## config.mk

```make
export PLATFORM = sky130hd
export DESIGN_NAME = mem_bus_arbiter
export DESIGN_NICKNAME = d
export VERILOG_FILES = /design/src/rtl/arb_pkg.sv /design/src/rtl/arb_watchdog.sv /design/src/rtl/mem_bus_arbiter.sv
export SDC_FILE = /design/constraint.sdc
export NUM_CORES = 1
export LEC_CHECK = 0
export ABC_AREA = 0
export CAP_MARGIN = 0
export CORE_MARGIN = 8
export CORE_UTILIZATION = 37
export CTS_CLUSTER_SIZE = 24
export DETAILED_ROUTE_END_ITERATION = 10
export GPL_TIMING_DRIVEN = 0
export PLACE_DENSITY = 0.87
export SETUP_SLACK_MARGIN = 0.15
export SLEW_MARGIN = 15
export SYNTH_ARGS = -nofsm -noshare
export SYNTH_HDL_FRONTEND = slang
export SYNTH_SLANG_ARGS = --single-unit
```

## constraint.sdc

```tcl
create_clock -name clk -period 4.5 [get_ports clk]
set_clock_uncertainty 0.05 [all_clocks]
set_input_delay 0.9 -clock clk [delete_from_list [all_inputs] [get_ports clk]]
set_output_delay 0.9 -clock clk [all_outputs]
set_load 0.02 [all_outputs]
```

## src/rtl/arb_pkg.sv

```systemverilog
// arb_pkg: shared definitions for the memory bus arbiter.
//   - FSM state encoding (IDLE / BUSY_I / BUSY_D / RESP)
//   - default address/data widths
//   - SEL_ALL byte-enable constant used for instruction fetches
package arb_pkg;

    localparam int ARB_ADDR_W = 32;
    localparam int ARB_DATA_W = 32;

    localparam logic [3:0] SEL_ALL = 4'b1111;

    localparam logic [1:0] ST_IDLE   = 2'd0;
    localparam logic [1:0] ST_BUSY_I = 2'd1;
    localparam logic [1:0] ST_BUSY_D = 2'd2;
    localparam logic [1:0] ST_RESP   = 2'd3;

endpackage

```

## src/rtl/arb_watchdog.sv

```systemverilog
// arb_watchdog: bus cycle watchdog for mem_bus_arbiter.
// Ports:
//   clk, rst  - clock, async active-high reset
//   start     - high every cycle a bus access is outstanding (counts)
//   clear     - high when no access is outstanding (counter to 0)
//   expire    - high during the TIMEOUT-th outstanding cycle
module arb_watchdog #(
    parameter int TIMEOUT = 255
) (
    input  logic clk,
    input  logic rst,
    input  logic start,
    input  logic clear,
    output logic expire
);

    localparam int CW = $clog2(TIMEOUT + 1);

    logic [CW-1:0] cnt;

    always_ff @(posedge clk or posedge rst) begin
        if (rst)
            cnt <= '0;
        else if (clear)
            cnt <= '0;
        else if (start && cnt != CW'(TIMEOUT))
            cnt <= cnt + CW'(1);
    end

    // cnt holds the number of completed busy cycles, so comparing with
    // TIMEOUT-1 flags the TIMEOUT-th busy cycle itself.
    assign expire = start && !clear && (cnt == CW'(TIMEOUT - 1));

endmodule

```

## src/rtl/mem_bus_arbiter.sv

```systemverilog
// mem_bus_arbiter: shares one external memory bus between the fetch port
// (i_*) and the MEM-stage data port (d_*). Data wins unless a fetch has
// been waiting through MAX_D_BURST consecutive data grants.
// Ports:
//   clk, rst                         - clock, async active-high reset
//   i_req/i_addr -> i_ack/i_rdata    - fetch port
//   d_req/d_we/d_sel/d_addr/d_wdata -> d_ack/d_rdata - data port
//   bus_req/we/sel/addr/wdata -> bus_ack/bus_rdata   - slave bus
//   bus_err                          - watchdog abort pulse
//   stall_req                        - pipeline stall while a port waits
// Optional: define MEM_ARB_TIMEOUT_EN to enable the bus watchdog
// (TIMEOUT cycles); otherwise bus_err is always 0.
module mem_bus_arbiter
    import arb_pkg::*;
#(
    parameter int ADDR_W      = ARB_ADDR_W,
    parameter int DATA_W      = ARB_DATA_W,
    parameter int MAX_D_BURST = 4,
    parameter int TIMEOUT     = 255
) (
    input  logic              clk,
    input  logic              rst,
    input  logic              i_req,
    input  logic [ADDR_W-1:0] i_addr,
    output logic              i_ack,
    output logic [DATA_W-1:0] i_rdata,
    input  logic              d_req,
    input  logic              d_we,
    input  logic [3:0]        d_sel,
    input  logic [ADDR_W-1:0] d_addr,
    input  logic [DATA_W-1:0] d_wdata,
    output logic              d_ack,
    output logic [DATA_W-1:0] d_rdata,
    output logic              bus_req,
    output logic              bus_we,
    output logic [3:0]        bus_sel,
    output logic [ADDR_W-1:0] bus_addr,
    output logic [DATA_W-1:0] bus_wdata,
    input  logic              bus_ack,
    input  logic [DATA_W-1:0] bus_rdata,
    output logic              bus_err,
    output logic              stall_req
);

    localparam int BW = $clog2(MAX_D_BURST + 1);

    logic [1:0]    state;
    logic [BW-1:0] burst_cnt;
    logic          grant_d;
    logic          grant_i;
    logic          busy;
    logic          expire;

    assign busy    = (state == ST_BUSY_I) || (state == ST_BUSY_D);
    assign grant_d = d_req && (!i_req || burst_cnt < BW'(MAX_D_BURST));
    assign grant_i = !grant_d && i_req;

`ifdef MEM_ARB_TIMEOUT_EN
    arb_watchdog #(.TIMEOUT(TIMEOUT)) u_wdog (
        .clk    (clk),
        .rst    (rst),
        .start  (busy),
        .clear  (!busy),
        .expire (expire)
    );
`else
    assign expire = 1'b0;
`endif

    always_ff @(posedge clk or posedge rst) begin
        if (rst) begin
            state     <= ST_IDLE;
            burst_cnt <= '0;
            bus_req   <= 1'b0;
            bus_we    <= 1'b0;
            bus_sel   <= '0;
            bus_addr  <= '0;
            bus_wdata <= '0;
            bus_err   <= 1'b0;
            i_ack     <= 1'b0;
            d_ack     <= 1'b0;
            i_rdata   <= '0;
            d_rdata   <= '0;
        end else begin
            // acks and bus_err are single-cycle pulses
            i_ack   <= 1'b0;
            d_ack   <= 1'b0;
            bus_err <= 1'b0;
            case (state)
                ST_IDLE: begin
                    if (grant_d) begin
                        bus_req   <= 1'b1;
                        bus_we    <= d_we;
                        bus_sel   <= d_sel;
                        bus_addr  <= d_addr;
                        bus_wdata <= d_wdata;
                        state     <= ST_BUSY_D;
                        // only data grants that bypass a waiting fetch count
                        if (i_req) begin
                            if (burst_cnt != BW'(MAX_D_BURST))
                                burst_cnt <= burst_cnt + BW'(1);
                        end else begin
                            burst_cnt <= '0;
                        end
                    end else if (grant_i) begin
                        bus_req   <= 1'b1;
                        bus_we    <= 1'b0;
                        bus_sel   <= SEL_ALL;
                        bus_addr  <= i_addr;
                        bus_wdata <= '0;
                        state     <= ST_BUSY_I;
                        burst_cnt <= '0;
                    end
                end
                ST_BUSY_I, ST_BUSY_D: begin
                    // a real slave ack beats a watchdog expiry in the same cycle
                    if (bus_ack || expire) begin
                        bus_req <= 1'b0;
                        bus_err <= !bus_ack;
                        state   <= ST_RESP;
                        if (state == ST_BUSY_I) begin
                            i_ack   <= 1'b1;
                            i_rdata <= bus_ack ? bus_rdata : '0;
                        end else begin
                            d_ack   <= 1'b1;
                            d_rdata <= bus_ack ? bus_rdata : '0;
                        end
                    end
                end
                default: state <= ST_IDLE;  // RESP: ack pulse is out, return
            endcase
        end
    end

    assign stall_req = (i_req && !i_ack) || (d_req && !d_ack);

endmodule
```

# After elaboration in Yosys (flattened, before gate mapping)
# Index checks and enable logic that the tools add are counted.
# word_totals
regBits	142
# classes
add_sub_neg	1
order_cmp	1
n_eq_ne	6
n_mux	28
n_bitwise	1
reduce_logical	21
# ops
op	count
32-bit two-way mux	4
1-bit two-way mux	13
3-bit two-way mux	4
3-bit AND reduction	4
4-bit two-way mux	2
2-bit two-way mux	3
3-bit inequality test (second input constant)	2
1-bit logical NOT	5
1-bit logical AND	4
2-bit case mux with 2 select lines	1
2-bit AND reduction	2
2-bit nonzero test	2
3-bit by 1-bit adder with 3-bit output (second input constant)	1
3-bit less-than comparator (second input constant)	1
3-bit by 2-bit inequality test with 1-bit output (second input constant)	1
2-bit by 1-bit == test with 1-bit output (second input constant)	1
2-bit == test (second input constant)	1
2-bit logical NOT	1
1-bit logical OR	2
2-bit inequality test (second input constant)	1
1-bit case mux with 2 select lines	1
2-bit OR reduction	1
1-bit NOT	1

# Logic depth before layout (Yosys ltp)
# Gate-level depths: netlist (run 1).
# depth
depth_word	8
ltp_mapped	6
ltp_nobuf	5

# Worst setup path after synthesis (run 1)
# OpenSTA, ideal clock, no wires.
# synth_path
path_type	input -> output
from	in i_req
to	out stall_req
arrival_ns	1.461
required_time_ns	3.550
path_slack_ns	2.089
path_stages	3
cell_sequence	buf_4 inv_1 o22ai_1
# synth_between
elab_chain_len	2
# synth_lines
element	line	text
start, declared	mem_bus_arbiter.sv:23	input logic i_req,
1-bit logical AND	mem_bus_arbiter.sv:135	assign stall_req = (i_req && !i_ack) || (d_req && !d_ack);
1-bit logical OR	mem_bus_arbiter.sv:135	
end, declared	mem_bus_arbiter.sv:42	output logic stall_req
# Every way passes these cells.

# Worst setup path after layout (run 1)
# Same ends and word-level chain as after synthesis.

==> flow_summary.ini, run 1 <==
[floorplanning]
die_area_um2 = 19500
fp.coreArea_um2 = 15100
io_pins = 276
start_util_pct = 37.5
chipWidth_um = 140
die_h_um = 140
core.rowCount = 45

[flow_run]
maxCapViolCount = 0

[clock_tree]
cts-resized-gates = 0
hold_buffers = 0
cts_setup_buffers = 0
cts_buffer_depth = 2
cts_tree = built
root_buffer = clkbuf_16
clkSinkCount = 141
htreeDepth = 4
cts_inserted_buffers = 17
worst_skew_pair.late_latency_ns = 0.41
clk_pin_slew_ns = 0.06

[synth]
syn_area_um2 = 5650
synth-edff-count = 0
ys_seq_elements = 141
synth_common_cells = dfrtp_1, mux2_2, nand2_1
synth_cells = 404
yosysWarnings = 0
synthFlopType = dfrtp_1
yosysTopAreaCell = dfrtp_1
synth_area_per_cell_um2 = 14.0
async_flop_share_pct = 100
synth_top_area_share_pct = 62.4
synth_seq_area_share_pct = 62.4
synthTopCellsByArea = dfrtp_1, mux2_2, mux2i_1
synth.most_common_cell = dfrtp_1
yosys.cell_types.count = 31
synth_nets = 547

[sta]
hold_ws_ns = 0.440
min_period_ns = 2.90
slew_headroom_pct = 53.9
hold_viol = 0
setup-tns-final_ns = 0
fin_crit_sh_pct = 64.4
fmaxAchievable_mhz = 345
worst_pin_slew_ns = 0.690
slew_viol_final = 0
setup_viol = 0
rsz0062_at_grt = false

[setup_path]
crit_start = i_req
crit_type = in2out
reg2reg_depth = 5
crit_end = stall_req
end_kind = primary output
cp_data_required_time_ns = 3.55
reg2reg_to = d_rdata[14]
regToRegSetupSlack_ns = 2.51
critPathMaxFanout = 8
start_kind = primary input
reg2reg_from = state[0]
worstPathArrival_ns = 1.95

[global_routing]
overflow = 0
grt_usage_pct = 17.9
antenna_found_initial = 0
grt_pass1_wl_mm = 27.4
grt_max_degree = 40
grt_pass1_vias = 5017

[placed_design]
gp_congestion = 0.851
dp_cells = 867
io_buffers = 272
dp_hpwl_mm = 13.6

[finish]
layoutNonFillerInstCount = 897
nFillCells = 1133
multi_input_comb_area_um2 = 1880
area_growth_pct = 64.6
nets = 841
drive_above_1_share_pct = 17.2
diodes = 0
regArea_um2 = 3530

[detailed_routing]
firstDrtPassIters = 4
vias = 4381
wl_per_cell_um = 19.4
drtIter0Drc = 138
vias_per_cell = 4.88
drc = 0
routed_wl_mm = 17.4
ant_nets = 0

[worst_hold_path]
hp-class = reg2reg

[pwr]
power_density_nw_per_um2 = 763
leakage_nw = 4.07
ir_worst_vdd_mv = 0.459

[outcome]
status = finished clean
[layout make-up]
cell class / count / share of cell area, %
Inverter: 9 / 0.403
Sequential cell: 141 / 37.9
Clock buffer: 20 / 5.02
Buffer: 27 / 2.25
Multi-Input combinational cell: 227 / 20.2
Clock inverter: 10 / 1.76
Timing Repair Buffer: 275 / 29.9
Tap cell: 188 / 2.53
[report_power, final]
| part | internal (mW) | total [mW] | switching (mW) | leakage (nW) |
|---|---|---|---|---|
| clock network | 0.966 | 1.49 | 0.519 | 0.308 |
| registers | 1.88 | 2.21 | 0.330 | 1.72 |
| logic | 1.72 | 3.41 | 1.69 | 2.04 |
| total | 4.57 | 7.10 | 2.53 | 4.07 |
[per-layer routing]
metal	part of all wire, %	GRT usage [%]	wire [µm]
met1	38	18.8	6620
met2	51	30.9	8800
met3	9.5	8.45	1660
met4	1.9	6.40	331
met5	0	0	0
[worst max-delay path, stage by stage]
cell	delay [ns]
buf_4	0.14
inv_1	0.08
o22ai_1	0.17
clkdlybuf4s50_1	0.66
[flip-flops by register name, summed over array words and instances, names as in the netlist]
name and cells:
burst_cnt 3, bus_addr 32, bus_req 1, bus_sel 4, bus_wdata 32, bus_we 1
d_ack 1, d_rdata 32, i_ack 1, i_rdata 32, state 2
[kinds of logic after synthesis]
group | Yosys count | share of synthesized area [%]
flip-flops | 141 | 62.4
buffers and inverters | 36 | 4.29
adder cells (fa/ha/maj) | 5 | 1.11
multiplexers | 96 | 18.4
AO/OA/AOI/OAI | 81 | 10.4
AND/OR/NAND/NOR | 44 | 3.25
other | 1 | 0.0664
[through the flow]
step / power, mW / utilization (%) / instance area, µm² / setup slack [ns]
final: 7.10 / 61.7 / 9300 / 1.60
after floorplan: 3.96 / - / 5660 / 1.79
after global placement: 5.53 / 57.1 / 8610 / 0.725
after detailed placement: 5.67 / 57.5 / 8670 / 1.61
after global routing: 7.48 / 61.7 / 9300 / 1.54
after CTS: 7.20 / 61.7 / 9300 / 1.60
[cells in the final DEF, fill, tap and decap left out]
| cell | synthesis | routed |
|---|---|---|
| a21bo_1 | 1 | 1 |
| a21oi_1 | 1 | 1 |
| a22o_1 | 33 | 33 |
| a31oi_1 | 1 | 1 |
| a32o_1 | 2 | 2 |
| and3_1 | 1 | 1 |
| buf_12 | 3 | 6 |
| buf_2 | 11 | 11 |
| buf_4 | 4 | 4 |
| buf_6 | 4 | 4 |
| bufinv_16 | 0 | 4 |
| clkbuf_1 | 5 | 5 |
| clkbuf_16 | 0 | 17 |
| clkbuf_8 | 0 | 3 |
| clkdlybuf4s50_1 | 0 | 272 |
| clkinv_2 | 0 | 2 |
| clkinv_4 | 0 | 3 |
| clkinvlp_4 | 0 | 2 |
| conb_1 | 1 | 1 |
| dfrtp_1 | 141 | 141 |
| ha_1 | 5 | 5 |
| inv_1 | 9 | 8 |
| mux2_2 | 64 | 64 |
| mux2i_1 | 32 | 32 |
| nand2_1 | 37 | 37 |
| nand2b_1 | 1 | 1 |
| nand3_1 | 1 | 1 |
| nand3b_1 | 2 | 2 |
| nor2_1 | 1 | 1 |
| o21a_1 | 1 | 1 |
| o21ai_0 | 3 | 3 |
| o21ai_1 | 29 | 29 |
| o21ai_4 | 1 | 1 |
| o22a_1 | 4 | 4 |
| o22ai_1 | 1 | 1 |
| o2bb2ai_1 | 3 | 3 |
| o31ai_1 | 1 | 1 |
| or3b_2 | 1 | 1 |
[how the worst min path moves through the flow]
stage,from,to,slack (ns),cells after the start
finish,bus_addr[16],bus_addr[16],0.44,2
global route,bus_addr[4],bus_addr[4],0.46,2
CTS,bus_addr[29],bus_addr[29],0.44,2
detailed placement,bus_addr[29],bus_addr[29],0.43,2
global placement,bus_addr[29],bus_addr[29],0.42,2
floorplan,state[1],state[1],0.43,1
No activity file was read; power rests on OpenSTA's default activity.
==> run 2: changes to the inputs <==
Clock period 4.5 ns to 2.55 ns, I/O delays scaled along.
==> results of run 2 <==
The final DEF is identical to that of run 1. Status: finished clean.
Main changes from that run: setup slack after placement 1.61 ns -> 0.384 ns; clock-pin slew on the worst setup and hold paths 0.06 ns -> 0.05 ns; setup slack after layout 1.60 ns -> 0.384 ns; hold slack 0.440 ns -> 0.407 ns; start point of the critical path i_req -> i_ack; register-to-register setup slack 2.51 ns -> 0.56 ns; end point of the worst hold path bus_addr[16] -> burst_cnt[2]; total power 7.10 mW -> 12.5 mW; worst IR drop on VDD 0.459 mV -> 0.810 mV
